**src/rtl/decode_stage_if.sv**
```systemverilog
// rtl/decode_stage_if.sv - fetch/execute handshake bundle for decode_stage
interface decode_stage_if #(
  parameter int DATA_W = 32,
  parameter int PC_W   = 32
);
  logic              in_valid;
  logic              in_ready;
  logic [31:0]       in_insn;
  logic [PC_W-1:0]   in_pc;
  logic              flush;
  logic              out_valid;
  logic              out_ready;
  logic [9:0]        out_ctrl;
  logic [4:0]        out_rs;
  logic [4:0]        out_rt;
  logic [4:0]        out_dst;
  logic [DATA_W-1:0] out_imm;
  logic [PC_W-1:0]   out_pc;
  logic              out_illegal;
  logic              out_nop;

  modport master (
    output in_valid, in_insn, in_pc, flush, out_ready,
    input  in_ready, out_valid, out_ctrl, out_rs, out_rt, out_dst,
           out_imm, out_pc, out_illegal, out_nop
  );

  modport slave (
    input  in_valid, in_insn, in_pc, flush, out_ready,
    output in_ready, out_valid, out_ctrl, out_rs, out_rt, out_dst,
           out_imm, out_pc, out_illegal, out_nop
  );
endinterface

```
**src/rtl/decode_stage.sv**
```systemverilog
// rtl/decode_stage.sv - MIPS-subset decoder feeding a 2-entry in-order buffer
// Define DECODE_MULDIV_EN to add DIV/DIVU/MFHI/MFLO/MUL decode.
module decode_stage #(
  parameter int DATA_W = 32,
  parameter int PC_W   = 32
) (
  input logic           clk,
  input logic           rst_n,
  decode_stage_if.slave bus
);

  localparam logic [9:0] C_BR     = 10'b10_0000_0000;
  localparam logic [9:0] C_JP     = 10'b01_0000_0000;
  localparam logic [9:0] C_JR     = 10'b00_1000_0000;
  localparam logic [9:0] C_ALUINB = 10'b00_0100_0000;
  localparam logic [9:0] C_ALUOP  = 10'b00_0010_0000;
  localparam logic [9:0] C_DMWE   = 10'b00_0001_0000;
  localparam logic [9:0] C_RWE    = 10'b00_0000_1000;
  localparam logic [9:0] C_RDST   = 10'b00_0000_0100;
  localparam logic [9:0] C_RWD    = 10'b00_0000_0010;
  localparam logic [9:0] C_RA     = 10'b00_0000_0001;

  typedef struct packed {
    logic [9:0]        ctrl;
    logic [4:0]        rs;
    logic [4:0]        rt;
    logic [4:0]        dst;
    logic [DATA_W-1:0] imm;
    logic [PC_W-1:0]   pc;
    logic              illegal;
    logic              nop;
  } entry_t;

  logic [5:0]        opcode;
  logic [5:0]        funct;
  logic [4:0]        rs_f;
  logic [4:0]        rt_f;
  logic [4:0]        rd_f;
  logic [15:0]       imm16;
  logic [25:0]       index26;
  logic [PC_W-1:0]   jtarget;
  logic [9:0]        ctrl;
  logic              legal;
  logic              is_nop;
  logic [DATA_W-1:0] imm;
  entry_t            dec;

  assign opcode  = bus.in_insn[31:26];
  assign rs_f    = bus.in_insn[25:21];
  assign rt_f    = bus.in_insn[20:16];
  assign rd_f    = bus.in_insn[15:11];
  assign funct   = bus.in_insn[5:0];
  assign imm16   = bus.in_insn[15:0];
  assign index26 = bus.in_insn[25:0];
  assign is_nop  = (bus.in_insn == 32'h0);
  assign jtarget = {bus.in_pc[PC_W-1:28], index26, 2'b00};

  always_comb begin
    ctrl  = '0;
    legal = 1'b1;
    case (opcode)
      6'h00: begin
        case (funct)
          6'h20, 6'h21, 6'h22, 6'h23, 6'h24, 6'h25, 6'h26, 6'h27,
          6'h2A, 6'h2B, 6'h00, 6'h02, 6'h03, 6'h04, 6'h06, 6'h07:
            ctrl = C_RWE | C_RDST;
          6'h08: ctrl = C_JP | C_JR;
          6'h09: ctrl = C_JP | C_JR | C_RWE | C_RDST;
`ifdef DECODE_MULDIV_EN
          6'h10, 6'h12: ctrl = C_RWE | C_RDST;
          // DIV/DIVU only write HI/LO, so no GPR control is raised
          6'h1A, 6'h1B: ctrl = '0;
`endif
          default: legal = 1'b0;
        endcase
      end
      6'h01: begin
        if (rt_f[4:1] == 4'd0) ctrl = C_BR | C_ALUOP;
        else                   legal = 1'b0;
      end
      6'h02: ctrl = C_JP;
      6'h03: ctrl = C_JP | C_RA | C_RWE;
      6'h04, 6'h05, 6'h06, 6'h07: ctrl = C_BR | C_ALUOP;
      6'h09, 6'h0A, 6'h0B, 6'h0D, 6'h0E, 6'h0F: ctrl = C_ALUINB | C_RWE;
      6'h20, 6'h23, 6'h24: ctrl = C_ALUINB | C_RWE | C_RWD;
      6'h28, 6'h2B: ctrl = C_ALUINB | C_DMWE;
`ifdef DECODE_MULDIV_EN
      6'h1C: begin
        if (funct == 6'h02) ctrl = C_RWE | C_RDST;
        else                legal = 1'b0;
      end
`endif
      default: legal = 1'b0;
    endcase
    // all-zero word is SLL $0,$0,0 but is reported as a bubble instead
    if (is_nop) begin
      ctrl  = '0;
      legal = 1'b1;
    end
    if (!legal) ctrl = '0;
  end

  always_comb begin
    imm = '0;
    case (opcode)
      6'h0D, 6'h0E: imm = DATA_W'(imm16);
      6'h0F:        imm = DATA_W'($signed({imm16, 16'h0000}));
      6'h02, 6'h03: imm = DATA_W'(jtarget);
      default:      imm = DATA_W'($signed(imm16));
    endcase
  end

  always_comb begin
    dec         = '0;
    dec.ctrl    = ctrl;
    dec.rs      = rs_f;
    dec.rt      = rt_f;
    dec.dst     = ctrl[0] ? 5'd31 : (ctrl[2] ? rd_f : rt_f);
    dec.imm     = imm;
    dec.pc      = bus.in_pc;
    dec.illegal = ~legal;
    dec.nop     = is_nop;
  end

  entry_t     mem [2];
  logic       rd_ptr;
  logic       wr_ptr;
  logic [1:0] count;
  logic       ready_en;
  logic       accept;
  logic       drain;
  entry_t     head;

  // ready_en keeps in_ready low through reset and rises on the first clean edge
  assign bus.in_ready  = ready_en && (count != 2'd2);
  assign bus.out_valid = (count != 2'd0);
  assign accept        = bus.in_valid && bus.in_ready;
  assign drain         = bus.out_valid && bus.out_ready;

  always_ff @(posedge clk or negedge rst_n) begin
    if (!rst_n) begin
      mem[0]   <= '0;
      mem[1]   <= '0;
      rd_ptr   <= 1'b0;
      wr_ptr   <= 1'b0;
      count    <= 2'd0;
      ready_en <= 1'b0;
    end else begin
      ready_en <= 1'b1;
      if (bus.flush) begin
        rd_ptr <= 1'b0;
        wr_ptr <= 1'b0;
        count  <= 2'd0;
      end else begin
        if (accept) begin
          mem[wr_ptr] <= dec;
          wr_ptr      <= ~wr_ptr;
        end
        if (drain) rd_ptr <= ~rd_ptr;
        if (accept && !drain)      count <= count + 2'd1;
        else if (drain && !accept) count <= count - 2'd1;
      end
    end
  end

  assign head            = mem[rd_ptr];
  assign bus.out_ctrl    = head.ctrl;
  assign bus.out_rs      = head.rs;
  assign bus.out_rt      = head.rt;
  assign bus.out_dst     = head.dst;
  assign bus.out_imm     = head.imm;
  assign bus.out_pc      = head.pc;
  assign bus.out_illegal = head.illegal;
  assign bus.out_nop     = head.nop;

endmodule

```
**src/flat_wrapper.sv**
```systemverilog
// flat-port wrapper written by rule: the top's interface ports become plain ports
module decode_stage_flat 
#(
  parameter int DATA_W = 32,
  parameter int PC_W   = 32
)
  (clk, rst_n, bus_in_valid, bus_in_insn, bus_in_pc, bus_flush, bus_out_ready, bus_in_ready, bus_out_valid, bus_out_ctrl, bus_out_rs, bus_out_rt, bus_out_dst, bus_out_imm, bus_out_pc, bus_out_illegal, bus_out_nop);
  decode_stage_if #(.DATA_W(DATA_W), .PC_W(PC_W)) bus_i ();
  input logic clk;
  input logic rst_n;
  input wire logic [$bits(bus_i.in_valid)-1:0] bus_in_valid;
  input wire logic [$bits(bus_i.in_insn)-1:0] bus_in_insn;
  input wire logic [$bits(bus_i.in_pc)-1:0] bus_in_pc;
  input wire logic [$bits(bus_i.flush)-1:0] bus_flush;
  input wire logic [$bits(bus_i.out_ready)-1:0] bus_out_ready;
  output wire logic [$bits(bus_i.in_ready)-1:0] bus_in_ready;
  output wire logic [$bits(bus_i.out_valid)-1:0] bus_out_valid;
  output wire logic [$bits(bus_i.out_ctrl)-1:0] bus_out_ctrl;
  output wire logic [$bits(bus_i.out_rs)-1:0] bus_out_rs;
  output wire logic [$bits(bus_i.out_rt)-1:0] bus_out_rt;
  output wire logic [$bits(bus_i.out_dst)-1:0] bus_out_dst;
  output wire logic [$bits(bus_i.out_imm)-1:0] bus_out_imm;
  output wire logic [$bits(bus_i.out_pc)-1:0] bus_out_pc;
  output wire logic [$bits(bus_i.out_illegal)-1:0] bus_out_illegal;
  output wire logic [$bits(bus_i.out_nop)-1:0] bus_out_nop;
  assign bus_i.in_valid = bus_in_valid;
  assign bus_i.in_insn = bus_in_insn;
  assign bus_i.in_pc = bus_in_pc;
  assign bus_i.flush = bus_flush;
  assign bus_i.out_ready = bus_out_ready;
  assign bus_in_ready = bus_i.in_ready;
  assign bus_out_valid = bus_i.out_valid;
  assign bus_out_ctrl = bus_i.out_ctrl;
  assign bus_out_rs = bus_i.out_rs;
  assign bus_out_rt = bus_i.out_rt;
  assign bus_out_dst = bus_i.out_dst;
  assign bus_out_imm = bus_i.out_imm;
  assign bus_out_pc = bus_i.out_pc;
  assign bus_out_illegal = bus_i.out_illegal;
  assign bus_out_nop = bus_i.out_nop;
  decode_stage #(.DATA_W(DATA_W), .PC_W(PC_W)) u_core (.clk(clk), .rst_n(rst_n), .bus(bus_i));
endmodule
```
**config.mk**
```make
export PLATFORM = sky130hd
export DESIGN_NAME = decode_stage_flat
export DESIGN_NICKNAME = d
export VERILOG_FILES = /design/src/rtl/decode_stage_if.sv /design/src/rtl/decode_stage.sv /design/src/flat_wrapper.sv
export SDC_FILE = /design/constraint.sdc
export NUM_CORES = 1
export LEC_CHECK = 0
export CAP_MARGIN = 20
export CORE_MARGIN = 2
export CORE_UTILIZATION = 49
export CTS_BUF_LIST = sky130_fd_sc_hd__clkbuf_8
export DETAILED_ROUTE_END_ITERATION = 16
export GPL_TIMING_DRIVEN = 0
export PLACE_DENSITY = 0.89
export SYNTH_ARGS = -nofsm -noshare
export SYNTH_HDL_FRONTEND = slang
export SYNTH_SLANG_ARGS = --single-unit
export TNS_END_PERCENT = 20
```
**constraint.sdc**
```tcl
create_clock -name clk -period 1.86 [get_ports clk]
set_input_delay 0.558 -clock clk [delete_from_list [all_inputs] [get_ports clk]]
set_output_delay 0.558 -clock clk [all_outputs]
set_load 0.02 [all_outputs]
```
==> run summary <==
Detailed Routing Iterations Pass 1 -> 7
clk_lat worst skew -> 0.48 ns
# diodes -> 0
sw power -> 0.00368 W
status -> finished with violations
met3 Resource Use GR -> 0.0607
Mean Syn Cell Area -> 9.37 um^2
ys async rst share -> 1.00
gr busiest metal -> met2
fin crit share -> 1.26
row cnt -> 48
cell-internal power -> 0.00766 W
synth top area cells -> dfrtp_1 (53%), nand2_1 (15%), mux2_2 (12%)
Critical Path RT -> 1.30 ns
Ports -> 162
unrepaired setup endpoints after global routing -> yes
Critical Path AT -> 1.79 ns
die area -> 0.0188 mm^2
maximum buffer depth of the clock tree -> 2
chip height -> 137 um
Final GP Congestion -> 0.931
Slew Viols, Final -> 0
Sw Share -> 0.325
# clock sinks -> 185
Final HPWL DP -> 18.0 mm
Clk network pwr share -> 0.242
DR iter-0 viols -> 972
vias in the first global route -> 8059
final worst setup slack -> -0.487 ns
final hold viol count -> 0
die width -> 137 um
nets -> 1181
Fill cells -> 1230
post-route insts no fill -> 1348
Yosys top cell area share -> 0.532
Final Cell Area -> 0.0115 mm^2
Placed Area -> 0.0106 mm^2
leakage dissipation -> 5.55 nW
register area -> 0.00463 mm^2
Synth area leader -> dfrtp_1
drt drc -> 0
Vias/cell -> 5.98
critical path capture point type -> output port
headroom to the max-slew limit -> 0.588
Critical path origin -> u_core.rd_ptr
Final Skew -> 0.0107 ns
post-layout min period -> 2.35 ns
YS warnings -> 0
area of the multi-input gates -> 0.00406 mm^2
Distinct cells, synth -> 48
CP cell instances -> buf_12 > buf_6 > buf_6 > mux2_2 > buf_4
synthesized area -> 0.00870 mm^2
PD cells -> 987 mW/mm^2
commonest cells after routing, fill and taps aside -> nand2_1 (342), dfrtp_1 (183), mux2_2 (73)
number of synthesized flops with an enable pin -> 0
startpoint types -> flip-flop
total core area -> 0.0173 mm^2
Finish-stage setup viols -> 196
post-synth net total -> 997
TritonCTS Buffers -> 17
CP max stage delay -> 0.41 ns
H-tree depth -> 4
r2r startpoint -> u_core.count[1]
FF+latch count, synth -> 185
CP Max Fanout -> 8
CP max-delay cell -> dfrtp_2
Post-Syn Instances -> 928
Reg power frac -> 0.467
Fmax -> 0.426 GHz
first-pass GRT wire length -> 42.3 mm
Synth Flop Type -> dfrtp_1
Worst Max-Slew Pin Slew -> 0.613 ns
max cap viols -> 0
GRT Residual Overflow -> 0
commonest non-fill, non-tap cell in the layout -> nand2_1
layout cells sized above 1 -> 0.293
post-synthesis sequential area ratio -> 0.532
failing checks -> setup timing
CTS root buf -> clkbuf_8
CTS tree -> built
GR Layer Usage met2 -> 0.470
vias after detailed routing -> 8066
drt total wl -> 27.6 mm
port buffer count -> 158
Antenna Nets Post-Route -> 0
most frequent cell on the critical path -> buf_6
critical path type -> flip-flop to output port
Placed Instances -> 1312
global-route usage over all layers -> 0.295
largest net degree at the start of global routing -> 113
number of antenna violations at the first check in global routing -> 0
average wire per standard cell -> 20.5 um
combinational cell fraction of total power -> 0.291
Max VDD drop -> 0.556 mV
M1 GR Usage -> 0.373
starting density of the core -> 0.503
area delta synth->final -> 32.0%
Reg clk slew, reported paths -> 0.08 ns
Min-Delay Path Class -> primary input to async pin
[logic make-up (layout without fill, tap and decap cells)]
kind of cell,Yosys count,in the layout,share of synthesized area
compound gates,153,153,0.109
xor+xnor,2,2,0.00201
buf+inv,66,261,0.0311
mux,92,92,0.119
other cells,1,1,0.000431
flops,185,185,0.532
simple gates,429,429,0.206
[power by group through the flow]
stage          registers [W]  clock network (W)  logic (W)
2_1_floorplan        0.00519                  0    0.00184
3_3_place_gp         0.00526                  0    0.00312
3_5_place_dp         0.00532                  0    0.00322
4_1_cts              0.00525            0.00275    0.00311
5_1_grt              0.00537            0.00289    0.00354
6_report             0.00529            0.00275    0.00330
[state kept, by name, indices dropped and copies added (netlist names)]
register / count
u_core.ready_en: 1
u_core.rd_ptr: 1
u_core.wr_ptr: 1
u_core.count: 2
u_core.mem: 180
[final timing paths]
| check | to | slack [ns] | depth (start not counted) |
|---|---|---|---|
| setup / recovery | bus_out_ctrl[4] | -0.49 | 5 |
| hold / removal | u_core.mem[85] | 0.03 | 1 |
| setup reg to reg | u_core.mem[59] | -0.08 | 7 |
| hold reg to reg | u_core.mem[5] | 0.48 | 2 |
| max in group asynchronous | u_core.mem[19] | 0.92 | 2 |
| min in group clk | u_core.mem[5] | 0.48 | 2 |
[synth_stat cells (2+ instances only)]
library cell	n
a221oi_2	10
nor4b_1	2
clkbuf_1	48
nand2b_1	5
a31oi_1	11
nor4_2	2
nor3_1	5
dfrtp_1	185
nor2_1	20
nand3_1	4
nand2_1	351
nor4_1	5
or4_1	2
and3_1	15
mux2_2	92
a221oi_1	5
o21ai_0	93
xor2_1	2
a21oi_1	20
or3_1	3
and2_1	4
inv_1	4
o21a_1	2
buf_2	6
nand4_1	2
a22oi_1	2
o41ai_1	2
buf_1	5
buf_4	2
[critical path, delay by kind of cell (launching register included)]
family / cells / cell delay, ns
buffers and inverters: 4 / 0.56
DFF: 1 / 0.41
muxes: 1 / 0.34
[what timing repair did]
item / CTS / global route
cloned: 1 / 1
buffers inserted: 3 / 3
resized for setup: 527 / 128
setup endpoints to repair: 273 / 269
pin swaps: 3 / 7
hold buffers: 0 / 0
[cell type report]
| class | count | share of cell area |
|---|---|---|
| buffer | 60 | 0.0549 |
| clock buffer | 22 | 0.0264 |
| clock inverter | 8 | 0.00828 |
| inverter | 4 | 0.00131 |
| multi-input combinational | 677 | 0.353 |
| sequential | 185 | 0.403 |
| tap | 225 | 0.0245 |
| timing repair buffer | 167 | 0.128 |
[per-stage QoR]
step                      worst slack, ns   TNS, ns  hold slack [ns]  utilization  power (W)
final                              -0.487    -49.73           0.0286        0.664     0.0113
after global routing               -0.511    -62.42           0.0692        0.664     0.0118
after CTS                          -0.524    -41.65           0.0528        0.651     0.0111
after detailed placement            -1.21   -272.19            0.460        0.614    0.00853
after global placement              -7.11  -1578.09            0.452        0.612    0.00838
after floorplan                    -0.329    -18.56            0.262            -    0.00703
[metal layers]
metal / vias up / routed length [um]
met5: - / 0
met4: 0 / 1570
met3: 134 / 2470
met2: 483 / 13400
met1: 3958 / 10100
li1: 3491 / -
Note: power is estimated with default switching activity, not from simulation.
